### src/rtl/gnr_attractor_detector_if.sv
// Host and node-array signals of the GRN attractor detector.
// The master side is the host plus node array; the slave side is the detector.
interface gnr_attractor_detector_if #(
    parameter int N  = 8,
    parameter int CW = 32
);
    logic          start;
    logic [N-1:0]  init_vec;
    logic [CW-1:0] max_steps;
    logic [N-1:0]  s0_vec;
    logic [N-1:0]  s1_vec;
    logic          reset_nos;
    logic [N-1:0]  init_state;
    logic          start_s0;
    logic          start_s1;
    logic          busy;
    logic          done;
    logic          timeout;
    logic [N-1:0]  attractor;
    logic [CW-1:0] steps;
    logic [CW-1:0] period;

    modport master (
        output start, init_vec, max_steps, s0_vec, s1_vec,
        input  reset_nos, init_state, start_s0, start_s1,
               busy, done, timeout, attractor, steps, period
    );

    modport slave (
        input  start, init_vec, max_steps, s0_vec, s1_vec,
        output reset_nos, init_state, start_s0, start_s1,
               busy, done, timeout, attractor, steps, period
    );
endinterface

### src/rtl/gnr_attractor_detector.sv
// Run controller for the GRN simulator: Floyd cycle detection from a seed,
// then attractor period measurement. All outputs are registered.
//
// state  | meaning
// IDLE   | waiting for start, results held
// LOAD   | reset_nos pulse, nodes load the seed
// STEP   | dual strobe, hare and tortoise advance
// CHECK  | compare s0/s1 on even step counts, check step bound
// PSTEP  | hare-only strobe while measuring the period
// PCHECK | compare hare to captured attractor, check period bound
// DONE   | one-cycle done pulse
module gnr_attractor_detector #(
    parameter int N  = 8,
    parameter int CW = 32
) (
    input logic                     clk,
    input logic                     rst_n,
    gnr_attractor_detector_if.slave bus
);

    typedef enum logic [2:0] {
        IDLE, LOAD, STEP, CHECK, PSTEP, PCHECK, DONE
    } state_t;

    state_t        state, state_nxt;
    logic [N-1:0]  seed_q, attr_q;
    logic [CW-1:0] max_q, steps_q, period_q;
    logic          timeout_q;
    logic          reset_nos_d, start_s0_d, start_s1_d, busy_d, done_d;
    logic          reset_nos_q, start_s0_q, start_s1_q, busy_q, done_q;
    logic          hit, step_to, cyc_hit, per_to;

    // Tortoise lags at ceil(k/2) steps, so only even k can be a true meet.
    assign hit     = (state == CHECK) && !steps_q[0] && (bus.s0_vec == bus.s1_vec);
    assign step_to = (state == CHECK) && !hit && (steps_q >= max_q);
    assign cyc_hit = (state == PCHECK) && (bus.s1_vec == attr_q);
    assign per_to  = (state == PCHECK) && !cyc_hit && (period_q >= max_q);

    always_ff @(posedge clk) begin
        if (!rst_n) state <= IDLE;
        else        state <= state_nxt;
    end

    always_comb begin
        state_nxt = state;
        case (state)
            IDLE:    if (bus.start) state_nxt = LOAD;
            LOAD:    state_nxt = STEP;
            STEP:    state_nxt = CHECK;
            CHECK:   state_nxt = hit ? PSTEP : (step_to ? DONE : STEP);
            PSTEP:   state_nxt = PCHECK;
            PCHECK:  state_nxt = (cyc_hit || per_to) ? DONE : PSTEP;
            DONE:    state_nxt = IDLE;
            default: state_nxt = IDLE;
        endcase
    end

    // Decoded from the next state so the registered strobes line up with it.
    always_comb begin
        reset_nos_d = (state_nxt == LOAD);
        start_s0_d  = (state_nxt == STEP);
        start_s1_d  = (state_nxt == STEP) || (state_nxt == PSTEP);
        busy_d      = (state_nxt != IDLE);
        done_d      = (state_nxt == DONE);
    end

    always_ff @(posedge clk) begin
        if (!rst_n) begin
            reset_nos_q <= 1'b0;
            start_s0_q  <= 1'b0;
            start_s1_q  <= 1'b0;
            busy_q      <= 1'b0;
            done_q      <= 1'b0;
        end else begin
            reset_nos_q <= reset_nos_d;
            start_s0_q  <= start_s0_d;
            start_s1_q  <= start_s1_d;
            busy_q      <= busy_d;
            done_q      <= done_d;
        end
    end

    always_ff @(posedge clk) begin
        if (!rst_n) begin
            seed_q    <= '0;
            max_q     <= '0;
            steps_q   <= '0;
            period_q  <= '0;
            attr_q    <= '0;
            timeout_q <= 1'b0;
        end else begin
            if (state == IDLE && bus.start) begin
                seed_q    <= bus.init_vec;
                max_q     <= bus.max_steps;
                steps_q   <= '0;
                period_q  <= '0;
                timeout_q <= 1'b0;
            end
            if (state_nxt == STEP)  steps_q  <= steps_q + CW'(1);
            if (state_nxt == PSTEP) period_q <= period_q + CW'(1);
            if (hit)                attr_q   <= bus.s0_vec;
            if (step_to)            timeout_q <= 1'b1;
            if (per_to) begin
                timeout_q <= 1'b1;
                period_q  <= '0;
            end
        end
    end

    assign bus.reset_nos  = reset_nos_q;
    assign bus.init_state = seed_q;
    assign bus.start_s0   = start_s0_q;
    assign bus.start_s1   = start_s1_q;
    assign bus.busy       = busy_q;
    assign bus.done       = done_q;
    assign bus.timeout    = timeout_q;
    assign bus.attractor  = attr_q;
    assign bus.steps      = steps_q;
    assign bus.period     = period_q;

endmodule

### src/flat_wrapper.sv
// flat-port wrapper written by rule: the top's interface ports become plain ports
module gnr_attractor_detector_flat 
#(
    parameter int N  = 8,
    parameter int CW = 32
)
  (clk, rst_n, bus_start, bus_init_vec, bus_max_steps, bus_s0_vec, bus_s1_vec, bus_reset_nos, bus_init_state, bus_start_s0, bus_start_s1, bus_busy, bus_done, bus_timeout, bus_attractor, bus_steps, bus_period);
  gnr_attractor_detector_if #(.N(N), .CW(CW)) bus_i ();
  input logic clk;
  input logic rst_n;
  input wire logic [$bits(bus_i.start)-1:0] bus_start;
  input wire logic [$bits(bus_i.init_vec)-1:0] bus_init_vec;
  input wire logic [$bits(bus_i.max_steps)-1:0] bus_max_steps;
  input wire logic [$bits(bus_i.s0_vec)-1:0] bus_s0_vec;
  input wire logic [$bits(bus_i.s1_vec)-1:0] bus_s1_vec;
  output wire logic [$bits(bus_i.reset_nos)-1:0] bus_reset_nos;
  output wire logic [$bits(bus_i.init_state)-1:0] bus_init_state;
  output wire logic [$bits(bus_i.start_s0)-1:0] bus_start_s0;
  output wire logic [$bits(bus_i.start_s1)-1:0] bus_start_s1;
  output wire logic [$bits(bus_i.busy)-1:0] bus_busy;
  output wire logic [$bits(bus_i.done)-1:0] bus_done;
  output wire logic [$bits(bus_i.timeout)-1:0] bus_timeout;
  output wire logic [$bits(bus_i.attractor)-1:0] bus_attractor;
  output wire logic [$bits(bus_i.steps)-1:0] bus_steps;
  output wire logic [$bits(bus_i.period)-1:0] bus_period;
  assign bus_i.start = bus_start;
  assign bus_i.init_vec = bus_init_vec;
  assign bus_i.max_steps = bus_max_steps;
  assign bus_i.s0_vec = bus_s0_vec;
  assign bus_i.s1_vec = bus_s1_vec;
  assign bus_reset_nos = bus_i.reset_nos;
  assign bus_init_state = bus_i.init_state;
  assign bus_start_s0 = bus_i.start_s0;
  assign bus_start_s1 = bus_i.start_s1;
  assign bus_busy = bus_i.busy;
  assign bus_done = bus_i.done;
  assign bus_timeout = bus_i.timeout;
  assign bus_attractor = bus_i.attractor;
  assign bus_steps = bus_i.steps;
  assign bus_period = bus_i.period;
  gnr_attractor_detector #(.N(N), .CW(CW)) u_core (.clk(clk), .rst_n(rst_n), .bus(bus_i));
endmodule
### config.mk
export PLATFORM = sky130hd
export DESIGN_NAME = gnr_attractor_detector_flat
export DESIGN_NICKNAME = d
export VERILOG_FILES = /design/src/rtl/gnr_attractor_detector_if.sv /design/src/rtl/gnr_attractor_detector.sv /design/src/flat_wrapper.sv
export SDC_FILE = /design/constraint.sdc
export NUM_CORES = 1
export LEC_CHECK = 0
export ABC_AREA = 0
export BUFFER_PORTS_ARGS = -buffer_cell sky130_fd_sc_hd__buf_4
export CORE_AREA = 5 5 128 130
export CTS_BUF_LIST = sky130_fd_sc_hd__clkbuf_8 sky130_fd_sc_hd__clkbuf_16
export CTS_CLUSTER_DIAMETER = 80
export DETAILED_ROUTE_END_ITERATION = 8
export DIE_AREA = 0 0 133 135
export GPL_TIMING_DRIVEN = 0
export PLACE_DENSITY = 0.73
export SYNTH_ARGS = -nofsm -noshare
export SYNTH_HDL_FRONTEND = slang
export SYNTH_SLANG_ARGS = --single-unit
export TNS_END_PERCENT = 100
### constraint.sdc
create_clock -name clk -period 4.3 [get_ports clk]
set_clock_uncertainty 0.2 [all_clocks]
set_input_delay 0.43 -clock clk [delete_from_list [all_inputs] [get_ports clk]]
set_output_delay 0.43 -clock clk [all_outputs]
set_load 0.005 [all_outputs]
Word level (Yosys, flattened, before mapping)
Index checks and enable logic that the tools add are counted.
- shift-type cells: 0
- muxes and demuxes: 11
- bitwise operators: 1
- div/mod/pow operators: 0
- add/sub/neg operators: 2
- reduce and logical (&&, ||, !) cells: 19
- $lt $le $gt $ge: 2
- multipliers: 0
- equality and inequality tests: 11
- operators by type and width (cell ; number):
    $mux 32 ; 3
    $add 32x1->32 const B ; 2
    $ge 32x32->1 ; 2
    $pmux 3 s6 ; 1
    $eq 8x8->1 ; 2
    $eq 3x3->1 const B ; 4
    $eq 3x2->1 const B ; 3
    $mux 3 ; 3
    $logic_and 1x1->1 ; 8
    $eq 3x1->1 const B ; 2
    $reduce_bool 3->1 ; 2
    $reduce_bool 2->1 ; 2
    $logic_not 1->1 ; 3
    $logic_not 3->1 ; 1
    $mux 1 ; 3
    $logic_or 1x1->1 ; 2
    $mux 2 ; 1
    $reduce_or 2->1 ; 1
    $not 1->1 ; 1
- memories kept: 0
- output and inout port bits: 86
- latch bits: 0
- word-level logic and storage cells: 58
- input port bits: 59
- flip-flop bits (word level): 121
- RAM bits: 0
- memory bits (read-only): 0

Longest topological paths before layout
- depth in word-level cells: 11
- mapped depth: 12
- gate-level depth less buffers: 10

Least setup slack after synthesis
No wires, ideal clock.
- kind: register to register
- from: reg u_core.period_q[0] (netlist: u_core.bus.period[0])
- to: reg u_core.period_q[12] (netlist: u_core.bus.period[12])
- clock period less this slack: 3.070 ns
- buffers on the path: 2
- slack: 1.230 ns
- data required time: 4.041 ns
- setup time: 0.059 ns
- arrival: 2.811 ns
- stages on the path, launching flop included: 13
- cell sequence: dfxtp_1 inv_1 ha_1 nand2b_4 a2111oi_4 nor3_1 o311a_4 o31ai_4 nand2_4 buf_6 buf_8 o41ai_2 o31a_1
- cells in the longest elaborated chain, start to end: 7
- elaborated cells between the ends (all ways): 10
- classes of those cells: add/sub (1); order compare (1); eq/ne (1); mux (3); reduce/logical (4)
- RTL lines (element ; line ; source):
    start, declared ; gnr_attractor_detector.sv:27 ; logic [CW-1:0] max_q, steps_q, period_q;
    start signal, assigned ; gnr_attractor_detector.sv:100 ; if (state_nxt == PSTEP) period_q <= period_q + CW'(1);
    $ge 32x32->1 ; gnr_attractor_detector.sv:37 ; assign per_to = (state == PCHECK) && !cyc_hit && (period_q >= max_q);
    $logic_and 1x1->1 ; gnr_attractor_detector.sv:37 ;
    $logic_or 1x1->1 ; gnr_attractor_detector.sv:52 ; PCHECK: state_nxt = (cyc_hit || per_to) ? DONE : PSTEP;
    $mux 2 ; gnr_attractor_detector.sv:52 ;
    $pmux 3 s6 ; gnr_attractor_detector.sv:46 ; case (state)
    $eq 3x3->1 ; gnr_attractor_detector.sv:100 ;
    $mux 32 / $reduce_bool 2->1 (equally long branches) ; -- ;
Parallel ways exist; a longest one is shown, timed or not.
A chain may end at the register's enable or synchronous reset.

Final worst setup path
- from: reg u_core.max_q[31]
- to: reg u_core.period_q[2] (netlist: u_core.bus.period[2])
- cells in the longest elaborated chain, start to end: 7
- elaborated cells between the ends (all ways): 13
- classes of those cells: order compare (2); eq/ne (1); mux (5); reduce/logical (5)
- RTL lines (element ; line ; source):
    start, declared ; gnr_attractor_detector.sv:27 ;
    start signal, assigned ; gnr_attractor_detector.sv:94 ; max_q <= bus.max_steps;
    $ge 32x32->1, on equally long branches ; gnr_attractor_detector.sv:35, gnr_attractor_detector.sv:37 ;
    $logic_and 1x1->1, on equally long branches ; gnr_attractor_detector.sv:35, gnr_attractor_detector.sv:37 ;
    $mux 3 / $logic_or 1x1->1 (equally long branches) ; gnr_attractor_detector.sv:50, gnr_attractor_detector.sv:52 ;
    $mux 3 / $mux 2 (equally long branches) ; gnr_attractor_detector.sv:50, gnr_attractor_detector.sv:52 ;
    $pmux 3 s6 ; gnr_attractor_detector.sv:46 ;
    $eq 3x3->1 ; gnr_attractor_detector.sv:100 ;
    $mux 32 / $reduce_bool 2->1 (equally long branches) ; -- ;
Parallel ways exist; a longest one is shown, timed or not.

==> results.cfg <==
[synth]
synth_top_family_by_area = simple AND/OR/NAND/NOR gates
avgSynthCellArea_um2 = 8.31
ys_top_cells_by_area = dfxtp_1, ha_1, nand2_1
synth_area_leader_cell = dfxtp_1
synth_compound_area_frac = 0.209
synthSimpleGateAreaFrac = 0.267
synth-edff-count = 0
muxShareOfSynthArea = 0.0136
netlist_area_um2 = 7530
synth-seq-area-share = 0.322
syn_inst = 906
synth_ff_type = dfxtp_1
synth_nets = 1031
synthAdderAreaFrac = 0.110
synth_cell_type_count = 67
async_flop_share = 0
synth-seq-cells = 121
yosysWarnings = 0
synth-xor-area-share = 0.0233
synth.top_cell.area_share = 0.322

[critical_path]
cp.required_ps = 4410
reg2reg_to = u_core.bus.period[2]$_SDFFE_PP0P_
cp_cell_sequence = inv_1 > ha_1 > nand4_1 > nor4_2 > and4_1 > o31a_2 > nor3_4 > a221oi_4 > clkbuf_1 > nor4_1 > a221o_1
cp.arrival_ps = 3850
worst_path_max_delay_cell = a221oi_4
end_kind = flop
cp_max_fo = 10
critPathKind = flop to flop
critical-path-top-delay-family = simple AND/OR/NAND/NOR gates
r2r-start = u_core.max_q[31]$_SDFFE_PN0P_
reg2reg_setup_slack_ps = 560
slowest_delay_ps = 490
cp-start-kind = flop
reg2regPathDepth = 11
critPathBufInv = 2

[hold_path]
hold_path_class = primary input to flop
whs_path_depth = 3
min_from = bus_init_vec[7]
hold_end = u_core.bus.init_state[7]$_SDFFE_PN0P_

[route]
drt-total-wl_um = 22700
drt_first_pass_iters = 6
wl_per_cell_um = 17.9
antenna_left = 0
drc = 0
vias = 7496
vias_per_cell = 5.91
drt_iter0_drc = 554

[clock_network]
cts-resized-gates = 0
cts_tree = done
cts_hold_buffers = 0
cts.sinks = 121
htree_levels = 4
insertion_delay_ps = 420
cts_root_buf = clkbuf_16
clock_path_buffers = 2
clk_pin_slew_ps = 60
numCtsBuffers = 17
cts_setup_buffers = 0

[place]
gp_congestion = 0.904
place_ws_ps = 653
portBuffers = 143
hpwl_um = 17200

[global_routing]
grt_usage = 0.252
grt_max_degree = 17
grt-ovfl-total = 0
grt_pass1_vias = 6923
grt_pass1_wl_um = 36500
antenna_found_initial = 0

[timing]
setup-tns-final_ps = 0
tightest_slew_ps = 691
fin_crit_ps = 3740
slew_violations = 0
fin_crit_sh = 0.869
setup_viol = 0
hold_violations = 0
rsz0062_at_grt = false
timing.final.ws_setup_ps = 565
max_freq_ghz = 0.268
slew-limit-headroom = 0.535

[power]
leakage_nw = 4.02
finalPower_mw = 3.32
powerDensity_nw_per_um2 = 350
peakVddDrop_mv = 0.290

[die]
die_h_um = 135
dieArea_um2 = 18000
die_w_um = 133
initial_utilization = 0.501
ios = 145
core_area_um2 = 15000
rows = 45

[finish]
n_fill_cell = 1311
area_growth_pct = 25.8
final_nets = 1194
drive_gt1_frac = 0.207
diodes = 0
final_core_util = 0.630

[job]
cap_violations = 0

[status]
status = completed
[cell type report]
class	instances	area [um^2]	share of cell area
Buffer	46	250	0.0264
Clock buffer	20	467	0.0493
Clock inverter	11	155	0.0164
Inverter	43	161	0.0170
Multi-Input combinational cell	696	4700	0.496
Sequential cell	121	2420	0.256
Tap cell	188	235	0.0248
Timing Repair Buffer	144	1080	0.114
[synthesized netlist by cell type (5+ instances only)]
master	number
o211ai_1	5
nand2_1	151
a21o_1	11
and2_1	12
or3_1	10
nor4b_1	10
clkbuf_1	22
dfxtp_1	121
xor2_1	7
a211oi_1	7
and3_1	7
nor4_1	34
and4_1	7
o21a_1	10
nor3_1	39
a211o_1	10
o21ai_0	20
nand2b_1	8
ha_1	66
a221o_1	40
nor2b_1	6
buf_2	17
nand4_1	24
xnor2_1	13
inv_1	42
nor2_1	44
nand3_1	24
mux2i_1	8
a21oi_1	66
[tightest hold or removal path, cell delays in order]
cell     delay, ps
buf_4          110
nand2_1         40
a21oi_1         50
[through the flow]
| step | hold slack, ps | cell area, um^2 | instances |
|---|---|---|---|
| after floorplan | 236 | 7530 | 906 |
| after global placement | 241 | 8840 | 1237 |
| after detailed placement | 246 | 8850 | 1238 |
| after CTS | 46.7 | 9470 | 1269 |
| after global routing | 61.2 | 9470 | 1269 |
| final | 53.7 | 9470 | 1269 |
[cell usage in the layout, fill, tap and decap left out, types with 11 or more instances in the layout]
master	count
a21oi_1	66
nor2_1	44
and2_1	12
nor4_1	34
nand2_1	151
clkbuf_16	17
clkbuf_1	22
xnor2_1	13
nand4_1	24
nand3_1	24
a221o_1	40
inv_1	46
o21ai_0	20
dfxtp_1	121
ha_1	66
buf_4	145
nor3_1	39
a21o_1	11
buf_2	17
[logic make-up after synthesis]
kind of cell / Yosys count
and+or+nand+nor: 395
AOI/OAI and AO/OA: 205
DFF: 121
buffers and inverters: 89
adders and majority gates: 66
xor gates and xnor gates: 20
muxes: 10
[routing by layer]
metal  global-route usage  up-vias  wire length [um]
li1                     -     3684                 -
met5                    0        -                 0
met4               0.0895        0               492
met3               0.0633       35              2150
met1                0.332     3427              9770
met2                0.402      350             10300
[sequential cells by signal, summed over array words and instances (netlist names), 3 cells and up]
signal and cells:
u_core.bus.period 32, u_core.bus.attractor 8, u_core.state 3, u_core.bus.steps 32, u_core.bus.init_state 8, u_core.max_q 32
[worst max path at each step]
| stage | cells after the start | from | endpoint | slack (ps) |
|---|---|---|---|---|
| final | 11 | u_core.max_q[31]$_SDFFE_PN0P_ | u_core.bus.period[2]$_SDFFE_PP0P_ | 560 |
| after global routing | 11 | u_core.bus.steps[23]$_SDFFE_PN0P_ | u_core.bus.period[29]$_SDFFE_PP0P_ | 380 |
| after CTS | 11 | u_core.max_q[31]$_SDFFE_PN0P_ | u_core.bus.period[5]$_SDFFE_PP0P_ | 640 |
| after detailed placement | 11 | u_core.max_q[31]$_SDFFE_PN0P_ | u_core.bus.period[2]$_SDFFE_PP0P_ | 650 |
| after global placement | 11 | u_core.max_q[31]$_SDFFE_PN0P_ | u_core.bus.period[18]$_SDFFE_PP0P_ | 650 |
| after floorplan | 12 | u_core.bus.period[0]$_SDFFE_PP0P_ | u_core.bus.period[12]$_SDFFE_PP0P_ | 1230 |
[where the power goes]
part           switching [mW]  total [mW]  internal, mW
Sequential             0.0294        1.20          1.17
Clock                   0.520        1.52          1.00
Combinational           0.383       0.598         0.215
Total                   0.932        3.32          2.39
Power figures use the tool's default switching activity.
